$ cat src/rtl/fetch_queue_if.sv
// Handshake bundle between the fetch queue, instruction memory, execute
// (redirect) and decode. The master side is the fetch queue itself.
interface fetch_queue_if #(
  parameter int XLEN  = 32,
  parameter int ILEN  = 32,
  parameter int DEPTH = 4
);
  localparam int OCC_W = $clog2(DEPTH + 1);

  logic             redirect_valid;
  logic [XLEN-1:0]  redirect_pc;
  logic             imem_req;
  logic [XLEN-1:0]  imem_addr;
  logic [ILEN-1:0]  imem_rdata;
  logic             out_valid;
  logic             out_ready;
  logic [XLEN-1:0]  out_pc;
  logic [ILEN-1:0]  out_insn;
  logic [OCC_W-1:0] occupancy;

  modport master (
    input  redirect_valid, redirect_pc, imem_rdata, out_ready,
    output imem_req, imem_addr, out_valid, out_pc, out_insn, occupancy
  );

  modport slave (
    output redirect_valid, redirect_pc, imem_rdata, out_ready,
    input  imem_req, imem_addr, out_valid, out_pc, out_insn, occupancy
  );
endinterface

$ cat src/rtl/fetch_queue.sv
// Pipelined fetch stage: sequential PC generation, fixed-latency imem reads
// tracked per stage, in-order instruction queue toward decode, redirect flush.
module fetch_queue #(
  parameter int              XLEN        = 32,
  parameter int              ILEN        = 32,
  parameter logic [XLEN-1:0] RESET_PC    = XLEN'(32'h0100_0000),
  parameter int              DEPTH       = 4,
  parameter int              MEM_LATENCY = 1
) (
  input logic         clock,
  input logic         reset,
  fetch_queue_if.master bus
);
  localparam int OCC_W = $clog2(DEPTH + 1);
  localparam int PTR_W = (DEPTH > 1) ? $clog2(DEPTH) : 1;

  logic [XLEN-1:0]        fetch_pc;
  logic [MEM_LATENCY-1:0] vld_p;
  logic [MEM_LATENCY-1:0] vld_p_nxt;
  logic [XLEN-1:0]        pc_p [MEM_LATENCY];

  logic [XLEN-1:0]        q_pc   [DEPTH];
  logic [ILEN-1:0]        q_insn [DEPTH];
  logic [PTR_W-1:0]       rd_ptr, wr_ptr, rd_ptr_nxt, wr_ptr_nxt;
  logic [OCC_W-1:0]       count, count_nxt;
  logic [XLEN-1:0]        head_pc, head_pc_nxt;
  logic [ILEN-1:0]        head_insn, head_insn_nxt;

  logic                   issue;
  logic                   push;
  logic                   pop;
  int                     inflight;

  function automatic logic [PTR_W-1:0] ptr_inc(input logic [PTR_W-1:0] p);
    return (int'(p) == DEPTH - 1) ? '0 : p + 1'b1;
  endfunction

  // Credit check uses start-of-cycle occupancy; a same-cycle pop earns nothing.
  always_comb begin
    inflight = $countones(vld_p);
  end

  assign issue = !reset && !bus.redirect_valid && ((int'(count) + inflight) < DEPTH);
  assign push  = vld_p[MEM_LATENCY-1] && !bus.redirect_valid;
  assign pop   = (count != '0) && bus.out_ready;

  always_comb begin
    vld_p_nxt    = '0;
    vld_p_nxt[0] = issue;
    for (int i = 1; i < MEM_LATENCY; i++) begin
      vld_p_nxt[i] = vld_p[i-1] && !bus.redirect_valid;
    end
  end

  always_comb begin
    rd_ptr_nxt = rd_ptr;
    wr_ptr_nxt = wr_ptr;
    count_nxt  = count;
    if (bus.redirect_valid) begin
      rd_ptr_nxt = '0;
      wr_ptr_nxt = '0;
      count_nxt  = '0;
    end else begin
      if (push) wr_ptr_nxt = ptr_inc(wr_ptr);
      if (pop)  rd_ptr_nxt = ptr_inc(rd_ptr);
      case ({push, pop})
        2'b10:   count_nxt = count + 1'b1;
        2'b01:   count_nxt = count - 1'b1;
        default: count_nxt = count;
      endcase
    end
  end

  // Registered head: when the only remaining entry is the one being pushed,
  // take it from the response directly; an empty queue keeps the old value.
  always_comb begin
    head_pc_nxt   = head_pc;
    head_insn_nxt = head_insn;
    if (count_nxt != '0) begin
      if (push && (count_nxt == OCC_W'(1))) begin
        head_pc_nxt   = pc_p[MEM_LATENCY-1];
        head_insn_nxt = bus.imem_rdata;
      end else begin
        head_pc_nxt   = q_pc[rd_ptr_nxt];
        head_insn_nxt = q_insn[rd_ptr_nxt];
      end
    end
  end

  // Control state
  always_ff @(posedge clock) begin
    if (reset) begin
      fetch_pc  <= RESET_PC;
      vld_p     <= '0;
      rd_ptr    <= '0;
      wr_ptr    <= '0;
      count     <= '0;
      head_pc   <= '0;
      head_insn <= '0;
    end else begin
      if (bus.redirect_valid) begin
        fetch_pc <= {bus.redirect_pc[XLEN-1:2], 2'b00};
      end else if (issue) begin
        fetch_pc <= fetch_pc + XLEN'(4);
      end
      vld_p     <= vld_p_nxt;
      rd_ptr    <= rd_ptr_nxt;
      wr_ptr    <= wr_ptr_nxt;
      count     <= count_nxt;
      head_pc   <= head_pc_nxt;
      head_insn <= head_insn_nxt;
    end
  end

  // Tracker PCs and queue storage
  always_ff @(posedge clock) begin
    pc_p[0] <= fetch_pc;
    for (int i = 1; i < MEM_LATENCY; i++) begin
      pc_p[i] <= pc_p[i-1];
    end
    if (push) begin
      q_pc[wr_ptr]   <= pc_p[MEM_LATENCY-1];
      q_insn[wr_ptr] <= bus.imem_rdata;
    end
  end

  assign bus.imem_req  = issue;
  assign bus.imem_addr = fetch_pc;
  assign bus.out_valid = (count != '0);
  assign bus.out_pc    = head_pc;
  assign bus.out_insn  = head_insn;
  assign bus.occupancy = count;

  push_not_full: assert property (@(posedge clock) disable iff (reset)
    !(push && (count == OCC_W'(DEPTH))));
endmodule

$ cat src/flat_wrapper.sv
// flat-port wrapper written by rule: the top's interface ports become plain ports
module fetch_queue_flat 
#(
  parameter int              XLEN        = 32,
  parameter int              ILEN        = 32,
  parameter logic [XLEN-1:0] RESET_PC    = XLEN'(32'h0100_0000),
  parameter int              DEPTH       = 4,
  parameter int              MEM_LATENCY = 1
)
  (clock, reset, bus_redirect_valid, bus_redirect_pc, bus_imem_rdata, bus_out_ready, bus_imem_req, bus_imem_addr, bus_out_valid, bus_out_pc, bus_out_insn, bus_occupancy);
  fetch_queue_if #(.XLEN(XLEN), .ILEN(ILEN), .DEPTH(DEPTH)) bus_i ();
  input logic clock;
  input logic reset;
  input wire logic [$bits(bus_i.redirect_valid)-1:0] bus_redirect_valid;
  input wire logic [$bits(bus_i.redirect_pc)-1:0] bus_redirect_pc;
  input wire logic [$bits(bus_i.imem_rdata)-1:0] bus_imem_rdata;
  input wire logic [$bits(bus_i.out_ready)-1:0] bus_out_ready;
  output wire logic [$bits(bus_i.imem_req)-1:0] bus_imem_req;
  output wire logic [$bits(bus_i.imem_addr)-1:0] bus_imem_addr;
  output wire logic [$bits(bus_i.out_valid)-1:0] bus_out_valid;
  output wire logic [$bits(bus_i.out_pc)-1:0] bus_out_pc;
  output wire logic [$bits(bus_i.out_insn)-1:0] bus_out_insn;
  output wire logic [$bits(bus_i.occupancy)-1:0] bus_occupancy;
  assign bus_i.redirect_valid = bus_redirect_valid;
  assign bus_i.redirect_pc = bus_redirect_pc;
  assign bus_i.imem_rdata = bus_imem_rdata;
  assign bus_i.out_ready = bus_out_ready;
  assign bus_imem_req = bus_i.imem_req;
  assign bus_imem_addr = bus_i.imem_addr;
  assign bus_out_valid = bus_i.out_valid;
  assign bus_out_pc = bus_i.out_pc;
  assign bus_out_insn = bus_i.out_insn;
  assign bus_occupancy = bus_i.occupancy;
  fetch_queue #(.XLEN(XLEN), .ILEN(ILEN), .RESET_PC(RESET_PC), .DEPTH(DEPTH), .MEM_LATENCY(MEM_LATENCY)) u_core (.clock(clock), .reset(reset), .bus(bus_i));
endmodule
$ cat config.mk
export PLATFORM = sky130hd
export DESIGN_NAME = fetch_queue_flat
export DESIGN_NICKNAME = d
export VERILOG_FILES = /design/src/rtl/fetch_queue_if.sv /design/src/rtl/fetch_queue.sv /design/src/flat_wrapper.sv
export SDC_FILE = /design/constraint.sdc
export NUM_CORES = 1
export LEC_CHECK = 0
export ABC_CLOCK_PERIOD_IN_PS = 5440
export BUFFER_PORTS_ARGS = -buffer_cell sky130_fd_sc_hd__buf_2
export CAP_MARGIN = 20
export CORE_MARGIN = 1.5
export CORE_UTILIZATION = 50
export DETAILED_ROUTE_END_ITERATION = 8
export PLACE_DENSITY = 0.78
export SYNTH_ARGS = -nofsm -noshare
export SYNTH_HDL_FRONTEND = slang
export SYNTH_SLANG_ARGS = --single-unit
$ cat constraint.sdc
create_clock -name clock -period 5.44 [get_ports clock]
set_clock_uncertainty 0.05 [all_clocks]
set_input_delay 1.632 -clock clock [delete_from_list [all_inputs] [get_ports clock]]
set_output_delay 1.632 -clock clock [all_outputs]
set_load 0.01 [all_outputs]
==> results, run 1 <==
- The flow ran to the end, and the final reports show no timing, DRC or antenna violations.
- The smallest hold slack is 0.359 ns.
- The placed wire-length estimate after detailed placement is 18000 um.
- The number of hold buffers added after cts is 0.
- The cell area after placement is 15500 um^2.
- The library cell used most frequently in the layout, excluding fill and tap cells, is edfxtp_1.
- The share of post-route cells with drive strength above 1 is 29.1%.
- The clock network burns 41.8% of the power.
- Entering global routing, the biggest net connects 64 pins.
- In this run the static leakage power is 6.01 nW.
- The type of the worst setup path is input port to output pin.
- Once routing completed, OpenROAD measured the worst setup slack at 1.09 ns.
- In this run the cell area of the synthesized design comes to 14300 um^2.
- Once detail routing completed, the nets flagged for antenna violations numbered 0.
- Counting flops with a built-in enable in the synthesized netlist gives 248.
- The relative contribution of combinational cells to total power is 4.6%.
- The total number of vias is 8654.
- The end point of the most critical hold path is u_core.pc_p[0][22]$_DFF_P_.
- The depth of the worst hold-timing path is 0.
- In the routed design, unresolved DRC markers number 0.
- The register area share after synthesis is 70.2%.
- The total of buffers placed on input and output ports is 162.
- The mean instance size in the synthesized netlist is 16.4 um^2.
- Data on the critical path is required at its endpoint by 3.76 ns.
- The hold violation count in the final report is 0.
- TritonCTS built the clock tree.
- The number of global-route vias before repair came to 8781.
- The pin slew with the least headroom to its limit is 1.05 ns.
- The share of flip-flops with an asynchronous set or reset after synthesis is 0%.
- The switching power summed over all nets is 1.27 mW.
- Summed over all layers, the global routing overflow is 0.
- The insertion delay to the later sink of the worst-skew pair is 0.53 ns.
- The number of distinct library cells after synthesis is 51.
- The multi-input gate area in the final layout is 3980 um^2.
- The number of inserted filler cells in the final layout is 2127.
- The first detailed-routing pass ran for 5 iterations.
- The congestion estimate from routability-driven global placement came to 0.808.
- Walking the worst path, the cells encountered are buf_2 -> or2_1 -> or3_1 -> inv_1 -> buf_2.
- The capturing point of the worst reg2reg path is u_core.bus.out_insn[9]$_SDFFE_PP0P_.
- Setup repair after global routing left no endpoint under its margin.
- The level count of the clock H-tree is 2.
- The setup fix buffers added after clock tree synthesis is 0.
- In the final layout, flip-flops and latches occupy 10000 um^2.
- The number of maximum-capacitance violations is 0.
- The clock net in this run drives a total of 378 sinks.
- Cell internal power was estimated by the tool at 4.68 mW.
- The startpoint of the most critical register-to-register path is u_core.bus.occupancy[0]$_SDFF_PP0_.
- For this block, the routed nets add up to 32400 um of wire.
- The number of cells on the worst reg-to-reg path is 10.
- IR analysis of the VDD net gives a maximum drop of 189 uV.
- The final sum of negative setup slack is 0 ns.
- The die covers 29700 um^2.
- In this run the horizontal extent of the chip is 172 um.
- In this run the most critical hold path is launched from u_core.bus.imem_addr[22]$_SDFFE_PP0P_.
- The detailed router finished its first iteration with 905 violations.
- For this configuration, the core starts out at a cell density of 51.1%.
- The most frequent cell on the critical path is buf_2.
- The final total power is 5.95 mW.
- The nature of the critical path startpoint is an input port.
- The core region is 28000 um^2.
- The share of total power consumed by net switching is 21.4%.
- After floorplanning, the core was divided into 61 placement rows.
- The final layout contains 1101 nets.
- For this design the top-level I/O count stands at 169.
- For the finished layout, the period the worst path requires is 4.35 ns.
- The power density normalized to cell area is 357 nW/um^2.
- The biggest cell delay along the critical path is 0.36 ns.
- The critical-path maximum fanout is 6.
- Among all flip-flop cells after synthesis, the most frequent one is edfxtp_1.
- The pre-CTS setup slack is 0.846 ns.
- Registers are responsible for 53.6% of the overall power.
- The final number of max-transition violations is 0.
- In the final routed layout, each cell accounts on average for 22.6 um.
- The post-CTS resize count is 0.
- The worst register-to-register path has a setup slack of 2.05 ns.
- The die boundary height is 172 um.
- The arrival time of data at the critical path endpoint is 2.67 ns.
- Relative to the synthesized area, the layout overhead comes to 16.5%.
- The critical path endpoint category is an output pin.
- No sink is reached through more buffers than the 3 on the longest clock path.
- The final number of setup-violating endpoints is 0.
- After clock tree synthesis, the clock-pin slew on the worst setup and hold paths is 0.06 ns.
- After routing the design area is 16700 um^2.
- The worst pin sits at a relative slew slack of 29.7%.
- The startpoint of the most critical setup path is bus_redirect_valid.
- The post-detailed-route via-to-cell ratio is 6.04.
- The synthesized instance count is 871.
- The global-route wire length before repair is 48800 um.
- The number of antenna violations at the first check in global routing is 0.
- The clock root buffer master is clkbuf_16.
- The library cell contributing the largest single delay on the critical path is or3_1.
- The overall track demand over capacity in global routing is 22.0%.
- The class of the worst hold path is flop to flop.
- The post-synthesis sequential element count is 378.
- For this run, the number of Yosys warnings is 0.
- The number of antenna diodes is 0.
- In this run, CTS created clock tree buffers numbering 39.
- In the layout the commonest cells are edfxtp_1, buf_2, dfxtp_1.
- The maximum clock rate is 230 MHz.
- The worst path uses 80.0% of the clock period.
==> power by group through the flow <==
stage | sequential (mW) | clock [mW] | combinational, mW
global placement | 3.24 | 0 | 0.264
finish | 3.19 | 2.49 | 0.272
detailed placement | 3.25 | 0 | 0.271
global route | 3.20 | 2.64 | 0.295
CTS | 3.19 | 2.53 | 0.273
floorplan | 3.24 | 0 | 0.141
==> cells in the mapped netlist, types with 4 or more instances <==
| master | number | share of area, % |
|---|---|---|
| mux4_2 | 60 | 9.4 |
| edfxtp_1 | 248 | 52 |
| clkbuf_1 | 46 | 1.2 |
| mux2_2 | 4 | 0.31 |
| nand3_1 | 12 | 0.42 |
| xor2_1 | 5 | 0.31 |
| buf_6 | 7 | 0.55 |
| nand2_1 | 21 | 0.55 |
| or3_1 | 11 | 0.48 |
| o211ai_1 | 8 | 0.42 |
| mux2i_1 | 7 | 0.49 |
| and3_1 | 10 | 0.44 |
| a32oi_1 | 4 | 0.24 |
| inv_1 | 10 | 0.26 |
| buf_2 | 5 | 0.17 |
| a21oi_1 | 19 | 0.66 |
| dfxtp_1 | 130 | 18 |
| xnor2_1 | 5 | 0.31 |
| nor4_1 | 4 | 0.17 |
| o21ai_0 | 13 | 0.45 |
| and2_1 | 8 | 0.35 |
| nor2_1 | 25 | 0.66 |
| ha_1 | 7 | 0.61 |
| o22ai_1 | 6 | 0.26 |
| a22o_1 | 123 | 7.5 |
| a31oi_1 | 18 | 0.79 |
| nor3_1 | 8 | 0.28 |
| nand4_1 | 13 | 0.57 |
| buf_4 | 4 | 0.21 |
==> metrics by stage <==
step | instances | utilization, %
floorplan | 874 | -
global placement | 1362 | 55.3
detailed placement | 1362 | 55.3
CTS | 1433 | 59.6
global route | 1433 | 59.6
finish | 1433 | 59.6
==> final cells by class <==
| type | count | area share (%) |
|---|---|---|
| flip-flops and latches | 378 | 60.2 |
| clock buffers | 59 | 6.54 |
| inverters | 12 | 0.270 |
| multi-input cells | 419 | 23.9 |
| well taps | 378 | 2.84 |
| repair buffers | 175 | 5.67 |
| clock inverters | 12 | 0.593 |
==> state kept, by name, indices dropped and copies added (netlist names), 2 cells and up <==
| register | cells |
|---|---|
| u_core.wr_ptr | 2 |
| u_core.q_pc | 120 |
| u_core.bus.out_pc | 30 |
| u_core.pc_p | 30 |
| u_core.bus.occupancy | 3 |
| u_core.bus.imem_addr | 30 |
| u_core.rd_ptr | 2 |
| u_core.q_insn | 128 |
| u_core.bus.out_insn | 32 |
==> kinds of logic after synthesis <==
kind of cell               share of synthesized area (%)
AOI/OAI and AO/OA                                   11.1
xor gates and xnor gates                           0.612
adders and majority gates                          0.751
buffers and inverters                               2.54
DFF                                                 70.2
muxes                                               10.3
other                                             0.0262
and+or+nand+nor                                     4.44
==> worst max-delay path by stage <==
stage	end	slack [ns]	cells after the start
after floorplan	bus_imem_req	0.93	7
after global placement	u_core.bus.out_insn[12]$_SDFFE_PP0P_	0.97	12
after detailed placement	u_core.bus.out_insn[19]$_SDFFE_PP0P_	0.85	12
after CTS	bus_imem_req	1.11	5
after global routing	bus_imem_req	1.04	5
final	bus_imem_req	1.09	5
==> worst max-delay path, delay by kind of cell <==
| kind | cells | cell delay [ns] |
|---|---|---|
| AND/OR/NAND/NOR | 2 | 0.68 |
| buffers and inverters | 3 | 0.34 |
==> metal layers <==
layer / GRT usage (%) / routed length, um / part of all wire (%)
met1: 28.7 / 13600 / 42
met2: 37.6 / 15900 / 49
met3: 4.28 / 2210 / 6.8
met4: 6.50 / 706 / 2.2
met5: 0 / 0 / 0
Power figures use the tool's default switching activity.
==> run 2, diff against run 1 <==
--- a/config.mk
+++ b/config.mk
@@ -5,7 +5,7 @@
 export SDC_FILE = /design/constraint.sdc
 export NUM_CORES = 1
 export LEC_CHECK = 0
-export ABC_CLOCK_PERIOD_IN_PS = 5440
+export ABC_CLOCK_PERIOD_IN_PS = 4100
 export BUFFER_PORTS_ARGS = -buffer_cell sky130_fd_sc_hd__buf_2
 export CAP_MARGIN = 20
 export CORE_MARGIN = 1.5
==> constraint.sdc (replaced) <==
create_clock -name clock -period 4.1 [get_ports clock]
set_clock_uncertainty 0.05 [all_clocks]
set_input_delay 1.23 -clock clock [delete_from_list [all_inputs] [get_ports clock]]
set_output_delay 1.23 -clock clock [all_outputs]
set_load 0.01 [all_outputs]
==> results, run 2 (same netlist as run 1, synthesis figures left out) <==
- The library cell contributing the largest single delay on the critical path is or3_1.
- The portion of the clock cycle consumed by the worst path in the final layout is 87.5%.
- The number of antenna violations at the first check in global routing is 1 (+1).
- The row count was 61 (unchanged).
- The arrival time of data at the critical path endpoint is 2.31 ns (-0.36 ns).
- The number of global-route vias before repair is 8723 (-0.66%).
- The total iterations of the first detailed-routing run is 5 (unchanged).
- The register bank with the most flops is u_core.q_insn.
- The total detailed-routing wirelength is 33000 um (+1.6%).
- The biggest cell delay along the critical path came to 0.36 ns (about the same).
- The critical path endpoint category is an output pin.
- The number of buffers inserted during clock tree synthesis is 39 (unchanged).
- The global-route wire length before repair was 49700 um (+1.9%).
- The cell family contributing the most delay on the critical path is simple AND/OR/NAND/NOR gates.
- The number of nets with antenna violations after detailed routing is 0 (unchanged).
- The final number of setup-violating endpoints is 0 (unchanged).
- The critical path in this run is classified as input port to output pin.
- The worst hold path belongs to the class flop to flop.
- The peak ir drop on the vdd network is 276 uV (+46%).
- The minimum setup slack in the final design is 0.515 ns (-0.576 ns).
- The power density normalized to cell area is 475 nW/um^2 (+33%).
- The total congestion overflow after global routing was 0 (unchanged).
- The setup fix buffers added after clock tree synthesis is 0 (unchanged).
- The final number of max-transition violations is 0 (unchanged).
- Setup repair after global routing left no endpoint under its margin.
- The number of top-level design ports is 169 (unchanged).
- The minimum period implied by the final worst setup slack is 3.59 ns.
- The clock root buffer master is clkbuf_16.
- The pin slew with the least headroom to its limit is 0.959 ns (-0.0914 ns).
- The hold violation count in the final report is 0 (unchanged).
- The post-layout net count is 1108 (+0.64%).
- The post-route DRC violation count is 0 (unchanged).
- The insertion delay to the later sink of the worst-skew pair is 0.53 ns (about the same).
- The number of inserted filler cells in the final layout is 2099 (-1.3%).
- The initial standard-cell utilization of the core came to 51.1% (unchanged).
- The clock transition at the registers of the reported paths was 0.06 ns (about the same).
- Compared with the post-synthesis result, the final layout area differs by 17.9%.
- The maximum number of pins on one net before global-route repair was 63 (-1.6%).
- The maximum root-to-sink buffer count was 3 (unchanged).
- The level count of the clock H-tree is 2 (unchanged).
- The total of buffers placed on input and output ports came to 162 (unchanged).
- The cell area after placement is 15600 um^2 (+0.90%).
- The count of non-filler cells in the finished layout is 1442 (+0.63%).
- The max-slew headroom at the worst pin came to 35.8% (+6.1 points).
- The overall die area is 29700 um^2 (unchanged).
- The final sum of negative setup slack was 0 ns (unchanged).
- The setup slack on the worst flop-to-flop path is 0.94 ns (-1.11 ns).
- The overall track demand over capacity in global routing is 22.5% (+0.53 points).
- The routability congestion estimate from global placement is 0.798 (-1.2%).
- TritonCTS built the clock tree.
- The run finished with clean final reports.
- The worst path required time is 2.82 ns (-0.94 ns).
- The utilization of the core after routing is 60.3% (+0.72 points).
- The most numerous cell type found on the critical path is buf_2.
- Traced cell by cell, the critical path runs through buf_2 -> or2_1 -> or3_1 -> inv_1 -> buf_2.
- In the layout the commonest cells are edfxtp_1, buf_2, dfxtp_1.
- The critical-path maximum fanout came to 10 (+4).
- The number of buffer and inverter instances along the worst setup path was 3 (unchanged).
- The clock sink count came to 378 (unchanged).
- The standard cell core area is 28000 um^2 (unchanged).
- The DRC violation total after the first TritonRoute iteration came to 860 (-5.0%).
- The number of maximum-capacitance violations is 0 (unchanged).
- Leaving out fill and tap cells, the most frequent cell in the layout is edfxtp_1.
- The cell count after placement is 1369 (+0.51%).
- The total number of vias is 8724 (+0.81%).
- The final standard cell area without fillers is 16900 um^2 (+1.2%).
- The number of flip-flops in the largest register was 128 (unchanged).
- The placed wire-length estimate after detailed placement is 18800 um (+4.4%).
- The die boundary height is 172 um (unchanged).
- The share of post-route cells with drive strength above 1 is 29.7% (+0.63 points).
- The horizontal die dimension is 172 um (unchanged).
- The static power due to leakage is 6.09 nW (+1.3%).
- The maximum clock rate is 279 MHz.
- The post-detailed-route via-to-cell ratio is 6.05 (+0.18%).
- The post-CTS resize count is 0 (unchanged).
- The final routed wire length divided by cell count was 22.9 um (+0.96%).
- STA classifies the critical path startpoint as an input port.
- The number of hold buffers added after cts is 0 (unchanged).
- The pre-CTS setup slack was 0.276 ns (-0.569 ns).
-- run 2: cell types whose count changed in the layout (fill, tap and decap cells not counted) --
cell        change
bufinv_16       +1
clkbuf_1        -2
clkinv_2        -1
clkinv_4        +1
clkinv_8        +1
diode_2         +1
clkinv_1        +1
buf_12          +7
clkinvlp_4      +2
clkbuf_16       +1
inv_6           -3
-- run 2: path summary, 6_finish.rpt --
check / start / end / cells past startpoint
hold reg to reg: u_core.bus.imem_addr[22]$_SDFFE_PP0P_ / u_core.pc_p[0][22]$_DFF_P_ / 0
setup reg to reg: u_core.bus.occupancy[0]$_SDFF_PP0_ / u_core.bus.out_pc[17]$_SDFFE_PP0P_ / 9
hold / removal: u_core.bus.imem_addr[22]$_SDFFE_PP0P_ / u_core.pc_p[0][22]$_DFF_P_ / 0
setup / recovery: bus_redirect_valid / bus_imem_req / 5
-- run 2: where the power goes --
part | total (mW) | switching, mW | internal [mW]
registers | 4.23 | 0.0862 | 4.15
clock network | 3.42 | 1.41 | 2.01
logic | 0.367 | 0.210 | 0.157
total | 8.02 | 1.71 | 6.31
-- run 2: area by class of cell --
type                       instances  area [um^2]  share of cell area [%]
antenna                            1         2.50                  0.0148
clock buffer                      58         1110                    6.57
clock inverter                    14          141                   0.837
inverter                          12         45.0                   0.267
multi-input combinational        419         3980                    23.6
sequential                       378        10000                    59.5
tap                              378          473                    2.80
timing repair buffer             182         1090                    6.43
-- run 2: metal layers --
metal	share of wire (%)	track usage [%]	up-vias
li1	-	-	3834
met1	41	29.8	4398
met2	48	36.5	419
met3	8.2	5.20	73
met4	3.0	8.62	0
met5	0	0	-
-- run 2: per-stage QoR --
step	total power, mW	hold slack (ns)
detailed placement	4.68	0.346
finish	8.02	0.356
global route	8.26	0.379
global placement	4.66	0.347
floorplan	4.49	0.351
CTS	8.08	0.356
